<file path="src/rtl/hazard_ctrl.sv">
// ---------------------------------------------------------------------------
// hazard_ctrl
// Central pipeline hazard controller for the 5-stage RV32 core
// (IF, ID, EX, MEM, WB).  It arbitrates trap, data-memory wait, multi-cycle
// EX busy, taken branch and load-use hazards into per-stage stall/flush
// vectors and an IF redirect.  A wait FSM tracks MEM/EX waits, and a
// watchdog releases a memory stall that has lasted too long.  Two
// performance counters record stalled and redirected cycles.
//
// Ports
//   clk, rst_n          core clock, asynchronous active-low reset
//   load_use_stall_i    load-use hazard from forwarding unit
//   exe_busy_i          multi-cycle EX op still running
//   mem_req_i           MEM stage has an active data-memory access
//   mem_ready_i         data memory completes the access this cycle
//   branch_taken_i      EX resolved a taken branch/jump
//   branch_target_i     redirect target for branch_taken_i
//   trap_i              MEM stage raises exception/interrupt
//   trap_pc_i           handler address for trap_i
//   stall_o             per-stage hold, bit0=IF ... bit4=WB (combinational)
//   flush_o             per-stage bubble insert, same order (combinational)
//   pc_redirect_o       IF loads new_pc_o this cycle (combinational)
//   new_pc_o            redirect address (combinational)
//   mem_timeout_o       sticky watchdog error flag (registered)
//   stall_cnt_o         cycles with stall_o[0]=1 (registered, wraps)
//   flush_cnt_o         redirects issued (registered, wraps)
// ---------------------------------------------------------------------------
module hazard_ctrl #(
    parameter int PC_WIDTH    = 32,
    parameter int MEM_TIMEOUT = 256,
    parameter int CNT_WIDTH   = 32
) (
    input  logic                 clk,
    input  logic                 rst_n,
    input  logic                 load_use_stall_i,
    input  logic                 exe_busy_i,
    input  logic                 mem_req_i,
    input  logic                 mem_ready_i,
    input  logic                 branch_taken_i,
    input  logic [PC_WIDTH-1:0]  branch_target_i,
    input  logic                 trap_i,
    input  logic [PC_WIDTH-1:0]  trap_pc_i,
    output logic [4:0]           stall_o,
    output logic [4:0]           flush_o,
    output logic                 pc_redirect_o,
    output logic [PC_WIDTH-1:0]  new_pc_o,
    output logic                 mem_timeout_o,
    output logic [CNT_WIDTH-1:0] stall_cnt_o,
    output logic [CNT_WIDTH-1:0] flush_cnt_o
);

    localparam int WC_W = (MEM_TIMEOUT > 2) ? $clog2(MEM_TIMEOUT) : 1;
    localparam logic [WC_W-1:0] WC_LAST = WC_W'(MEM_TIMEOUT - 1);

    typedef enum logic [1:0] {
        ST_RUN      = 2'd0,
        ST_MEM_WAIT = 2'd1,
        ST_EXE_WAIT = 2'd2
    } state_t;

    state_t                r_state;
    logic [WC_W-1:0]       r_wait_cnt;
    logic                  r_mem_timeout;
    logic [CNT_WIDTH-1:0]  r_stall_cnt;
    logic [CNT_WIDTH-1:0]  r_flush_cnt;

    state_t                w_next_state;
    logic [WC_W-1:0]       w_next_wait_cnt;
    logic                  w_mem_pending;
    logic                  w_fire;
    logic                  w_set_timeout;
    logic [4:0]            w_stall;
    logic [4:0]            w_flush;
    logic                  w_redirect;
    logic [PC_WIDTH-1:0]   w_new_pc;

    // Hazard arbitration: trap > mem wait (or watchdog release) > exe busy > branch > load-use
    always_comb begin
        w_mem_pending   = mem_req_i && !mem_ready_i;
        // A trap aborts the wait, so it also pre-empts the watchdog.
        w_fire          = (r_state == ST_MEM_WAIT) && (r_wait_cnt == WC_LAST) &&
                          w_mem_pending && !trap_i;
        w_next_state    = ST_RUN;
        w_next_wait_cnt = {WC_W{1'b0}};
        w_set_timeout   = 1'b0;
        w_stall         = 5'b00000;
        w_flush         = 5'b00000;
        w_redirect      = 1'b0;
        w_new_pc        = {PC_WIDTH{1'b0}};
        if (!rst_n) begin
            // Outputs held at zero during reset regardless of inputs.
            w_next_state = ST_RUN;
        end else if (trap_i) begin
            w_flush    = 5'b01111;
            w_redirect = 1'b1;
            w_new_pc   = trap_pc_i;
        end else if (w_fire) begin
            // Release the pipeline and flag the error; nothing else acts this cycle.
            w_set_timeout = 1'b1;
        end else if (w_mem_pending) begin
            w_stall      = 5'b01111;
            w_flush      = 5'b10000;
            w_next_state = ST_MEM_WAIT;
            // Counting starts on the first cycle spent in MEM_WAIT, so the
            // watchdog allows MEM_TIMEOUT stalled cycles before it fires.
            if (r_state == ST_MEM_WAIT) begin
                w_next_wait_cnt = r_wait_cnt + {{(WC_W-1){1'b0}}, 1'b1};
            end else begin
                w_next_wait_cnt = {WC_W{1'b0}};
            end
        end else if (exe_busy_i) begin
            w_stall      = 5'b00111;
            w_flush      = 5'b01000;
            w_next_state = ST_EXE_WAIT;
        end else if (branch_taken_i) begin
            // Wins over load-use: the dependent younger instruction is flushed.
            w_flush    = 5'b00011;
            w_redirect = 1'b1;
            w_new_pc   = branch_target_i;
        end else if (load_use_stall_i) begin
            w_stall = 5'b00011;
            w_flush = 5'b00100;
        end else begin
            w_next_state = ST_RUN;
        end
    end

    // Wait FSM, watchdog counter, sticky timeout flag and performance counters
    always_ff @(posedge clk or negedge rst_n) begin
        if (!rst_n) begin
            r_state       <= ST_RUN;
            r_wait_cnt    <= {WC_W{1'b0}};
            r_mem_timeout <= 1'b0;
            r_stall_cnt   <= {CNT_WIDTH{1'b0}};
            r_flush_cnt   <= {CNT_WIDTH{1'b0}};
        end else begin
            r_state    <= w_next_state;
            r_wait_cnt <= w_next_wait_cnt;
            if (w_set_timeout) begin
                r_mem_timeout <= 1'b1;
            end else begin
                r_mem_timeout <= r_mem_timeout;
            end
            if (w_stall[0]) begin
                r_stall_cnt <= r_stall_cnt + {{(CNT_WIDTH-1){1'b0}}, 1'b1};
            end else begin
                r_stall_cnt <= r_stall_cnt;
            end
            if (w_redirect) begin
                r_flush_cnt <= r_flush_cnt + {{(CNT_WIDTH-1){1'b0}}, 1'b1};
            end else begin
                r_flush_cnt <= r_flush_cnt;
            end
        end
    end

    assign stall_o       = w_stall;
    assign flush_o       = w_flush;
    assign pc_redirect_o = w_redirect;
    assign new_pc_o      = w_new_pc;
    assign mem_timeout_o = r_mem_timeout;
    assign stall_cnt_o   = r_stall_cnt;
    assign flush_cnt_o   = r_flush_cnt;

endmodule

</file>
<file path="config.mk">
export PLATFORM = sky130hd
export DESIGN_NAME = hazard_ctrl
export DESIGN_NICKNAME = d
export VERILOG_FILES = /design/src/rtl/hazard_ctrl.sv
export SDC_FILE = /design/constraint.sdc
export NUM_CORES = 1
export LEC_CHECK = 0
export CAP_MARGIN = 20
export CORE_MARGIN = 4
export CORE_UTILIZATION = 46
export DETAILED_ROUTE_END_ITERATION = 10
export HOLD_SLACK_MARGIN = 0.02
export PLACE_DENSITY = 0.87
export SETUP_SLACK_MARGIN = 0.1
export SYNTH_ARGS = -nofsm -noshare
export SYNTH_HDL_FRONTEND = slang
export SYNTH_SLANG_ARGS = --single-unit
export TNS_END_PERCENT = 20
</file>
<file path="constraint.sdc">
create_clock -name clk -period 5.3 [get_ports clk]
set_input_delay 1.06 -clock clk [delete_from_list [all_inputs] [get_ports clk]]
set_output_delay 1.06 -clock clk [all_outputs]
set_load 0.005 [all_outputs]
</file>
==> out/qor.yml <==
met1_usage_pct: 24.34
r2r_setup_slack_ps: 2790
met3_usage_pct: 7.235
power_frac_comb_pct: 23.3
whs_ps: 474.7
rr_worst_depth: 7
worst_setup_path_end_kind: "primary output"
io_pins: 180
dr.first_iter.drc_count: 113
avgRoutedWirePerCell_um: 17.37
clk_pin_slew_ps: 70
maxSlewHeadroom_pct: 58.21
slew_violations: 0
dieArea_um2: 10380
required_ps: 4240
worstSetupPathType: "in2out"
worstReg2RegEnd: "stall_cnt_o[10]$_DFFE_PN0P_"
crit_fanout: 15
swShare_pct: 28.55
drt_pass1_iterations: 4
clockPowerShare_pct: 27.5
outcome: "finished, final reports clean"
setup_slack_ps: 541.6
ctsHtreeMaxLevel: 3
synth.avg_cell_area_um2: 10.03
clock_path_buffers: 2
maxCapViolCount: 0
rows: 33
powerDensity_nw_per_um2: 231.6
p_seq_share_pct: 49.2
ys.flop_type: "dfrtp_1"
hold_buffers: 0
synth_edf_count: 0
via_count: 3662
arrival_ps: 3700
use_met2_pct: 40.49
io_buffers: 178
post_cts_resized: 0
critPathLaunchType: "input port"
dp_hpwl_mm: 9.158
layout_common_cells: "clkdlybuf4s50_1, dfrtp_1, xnor2_1, nor2b_1, xor2_1"
numCtsBuffers: 9
grt_pass1_vias: 3777
dpl-instance-area_um2: 5857
place_congestion: 0.7703
cts_tree: "yes"
post-route-period-util_pct: 89.78
die_w_um: 101.9
yosysSeqAreaShare_pct: 46.31
r2r-start: "r_wait_cnt[0]$_DFF_PN0_"
core_um2: 8382
worstMarginPinSlew_ps: 626.9
grt.overflow.total: 0
min_path_type: "reg2reg"
synth.distinct_cells: 40
fmax_mhz: 210.2
insertion_delay_ps: 350
finalHoldViolations: 0
grt_use_total_pct: 22.49
min_path_cells: 1
ys_seq_elements: 75
grt_start_max_net_pins: 63
drive_gt1_share_pct: 6.055
hold_start: "stall_cnt_o[31]$_DFFE_PN0P_"
grt_first_pass_wirelength_mm: 18.21
busiest_layer: "met2"
antennaDiodeCount: 0
synth_nets: 479
ys.warnings.count: 0
p_total_mw: 1.396
nFillCells: 603
worstSetupStartpoint: "mem_ready_i"
period_minus_slack_ps: 4758
ir_drop_mv: 0.1542
via_per_inst: 5.362
finalWirelength_mm: 11.87
route.detailed.drc: 0
ff_latch_area_um2: 1877
grt_setup_unrepaired: "no"
finClkSkew_ps: 9.494
post_cts.repair.setup_buffers: 0
nNetsFinal: 648
start_util_pct: 48.35
dp_slack_ps: 531.8
design_area_um2: 6027
root_buffer: "clkbuf_8"
synth_cells: 404
finalSetupTns_ps: 0
synthArstFlopShare_pct: 100.0
p_int_mw: 0.9976
fp.dieH_um: 101.9
leakage_nw: 2.528
final_common_cell: "clkdlybuf4s50_1"
drtAntennaViolNets: 0
finalSetupViolations: 0
syn_area_um2: 4053
numClockSinks: 75
synthToLayoutAreaGrowth_pct: 48.72
power_switching_mw: 0.3986
antenna_found_initial: 0
hold_end: "stall_cnt_o[31]$_DFFE_PN0P_"
multi_input_area_um2: 2002
## cells by family after synthesis
| family | after synthesis | share of synthesized area (%) |
|---|---|---|
| fa+ha+maj | 3 | 0.9263 |
| mux | 1 | 0.2778 |
| xor+xnor | 68 | 14.70 |
| simple gates | 184 | 25.81 |
| other cells | 1 | 0.09253 |
| compound gates | 38 | 7.472 |
| flops | 75 | 46.31 |
| buf+inv | 34 | 4.415 |
## power by group through the flow
stage	combinational (mW)	clock, mW	sequential, mW
2_1_floorplan	0.115	0	0.686
3_3_place_gp	0.321	0	0.692
3_5_place_dp	0.330	0	0.697
4_1_cts	0.331	0.391	0.686
5_1_grt	0.355	0.416	0.696
6_report	0.325	0.384	0.686
## area by class of cell
type                    count  area share (%)
multi-input cells         295           33.22
flip-flops and latches     75           31.14
repair buffers            182           30.02
clock buffers              11           2.180
well taps                 105           2.180
clock inverters             5          0.6436
inverters                  10          0.6228
## sequential cells by signal, summed over array words and instances, names as in the netlist
register	flops
flush_cnt_o	32
stall_cnt_o	32
r_wait_cnt	8
r_state	2
mem_timeout_o	1
## metrics by stage
step	util, %	std cells
4_1_cts	71.91	683
5_1_grt	71.91	683
3_5_place_dp	69.88	667
2_1_floorplan	-	404
6_report	71.91	683
3_3_place_gp	69.88	667
## cell usage after synthesis (3+ instances only)
cell type  instances  area (um^2)
xor2_1            33        289.0
a22oi_1           32        240.2
ha_1               3        37.54
nand2_1           28        105.1
buf_4              6        45.04
inv_1             10        37.54
and4_1             6        52.55
and3_1            13        81.33
nor2_1            26        97.59
xnor2_1           35        306.5
nor3_2             3        30.03
nor2b_1           33        206.5
nand2b_1           4        25.02
nor3_1            10        50.05
nand3_1           24        120.1
nor4_1             9        56.30
nand4_1           14        87.58
clkbuf_1          13        48.80
dfrtp_1           75         1877
and2_1             3        18.77
## how the worst max path moves through the flow
stage | endpoint | slack [ps]
after floorplan | stall_o[1] | 1870
after global placement | stall_o[0] | 630
after detailed placement | stall_o[0] | 530
after CTS | stall_o[0] | 530
after global routing | stall_o[0] | 390
final | stall_o[0] | 540
## worst max-delay path, stage by stage
cell	delay, ps
clkdlybuf4s50_1	390
nand2b_1	320
o41ai_4	650
or2_1	570
inv_1	200
clkdlybuf4s50_1	490
## layer usage
metal  wire length [um]  share of wire [%]
met1               4307                 36
met2               6205                 52
met3               1013                8.5
met4                338                2.8
met5                  0                  0
Power figures use the tool's default switching activity.
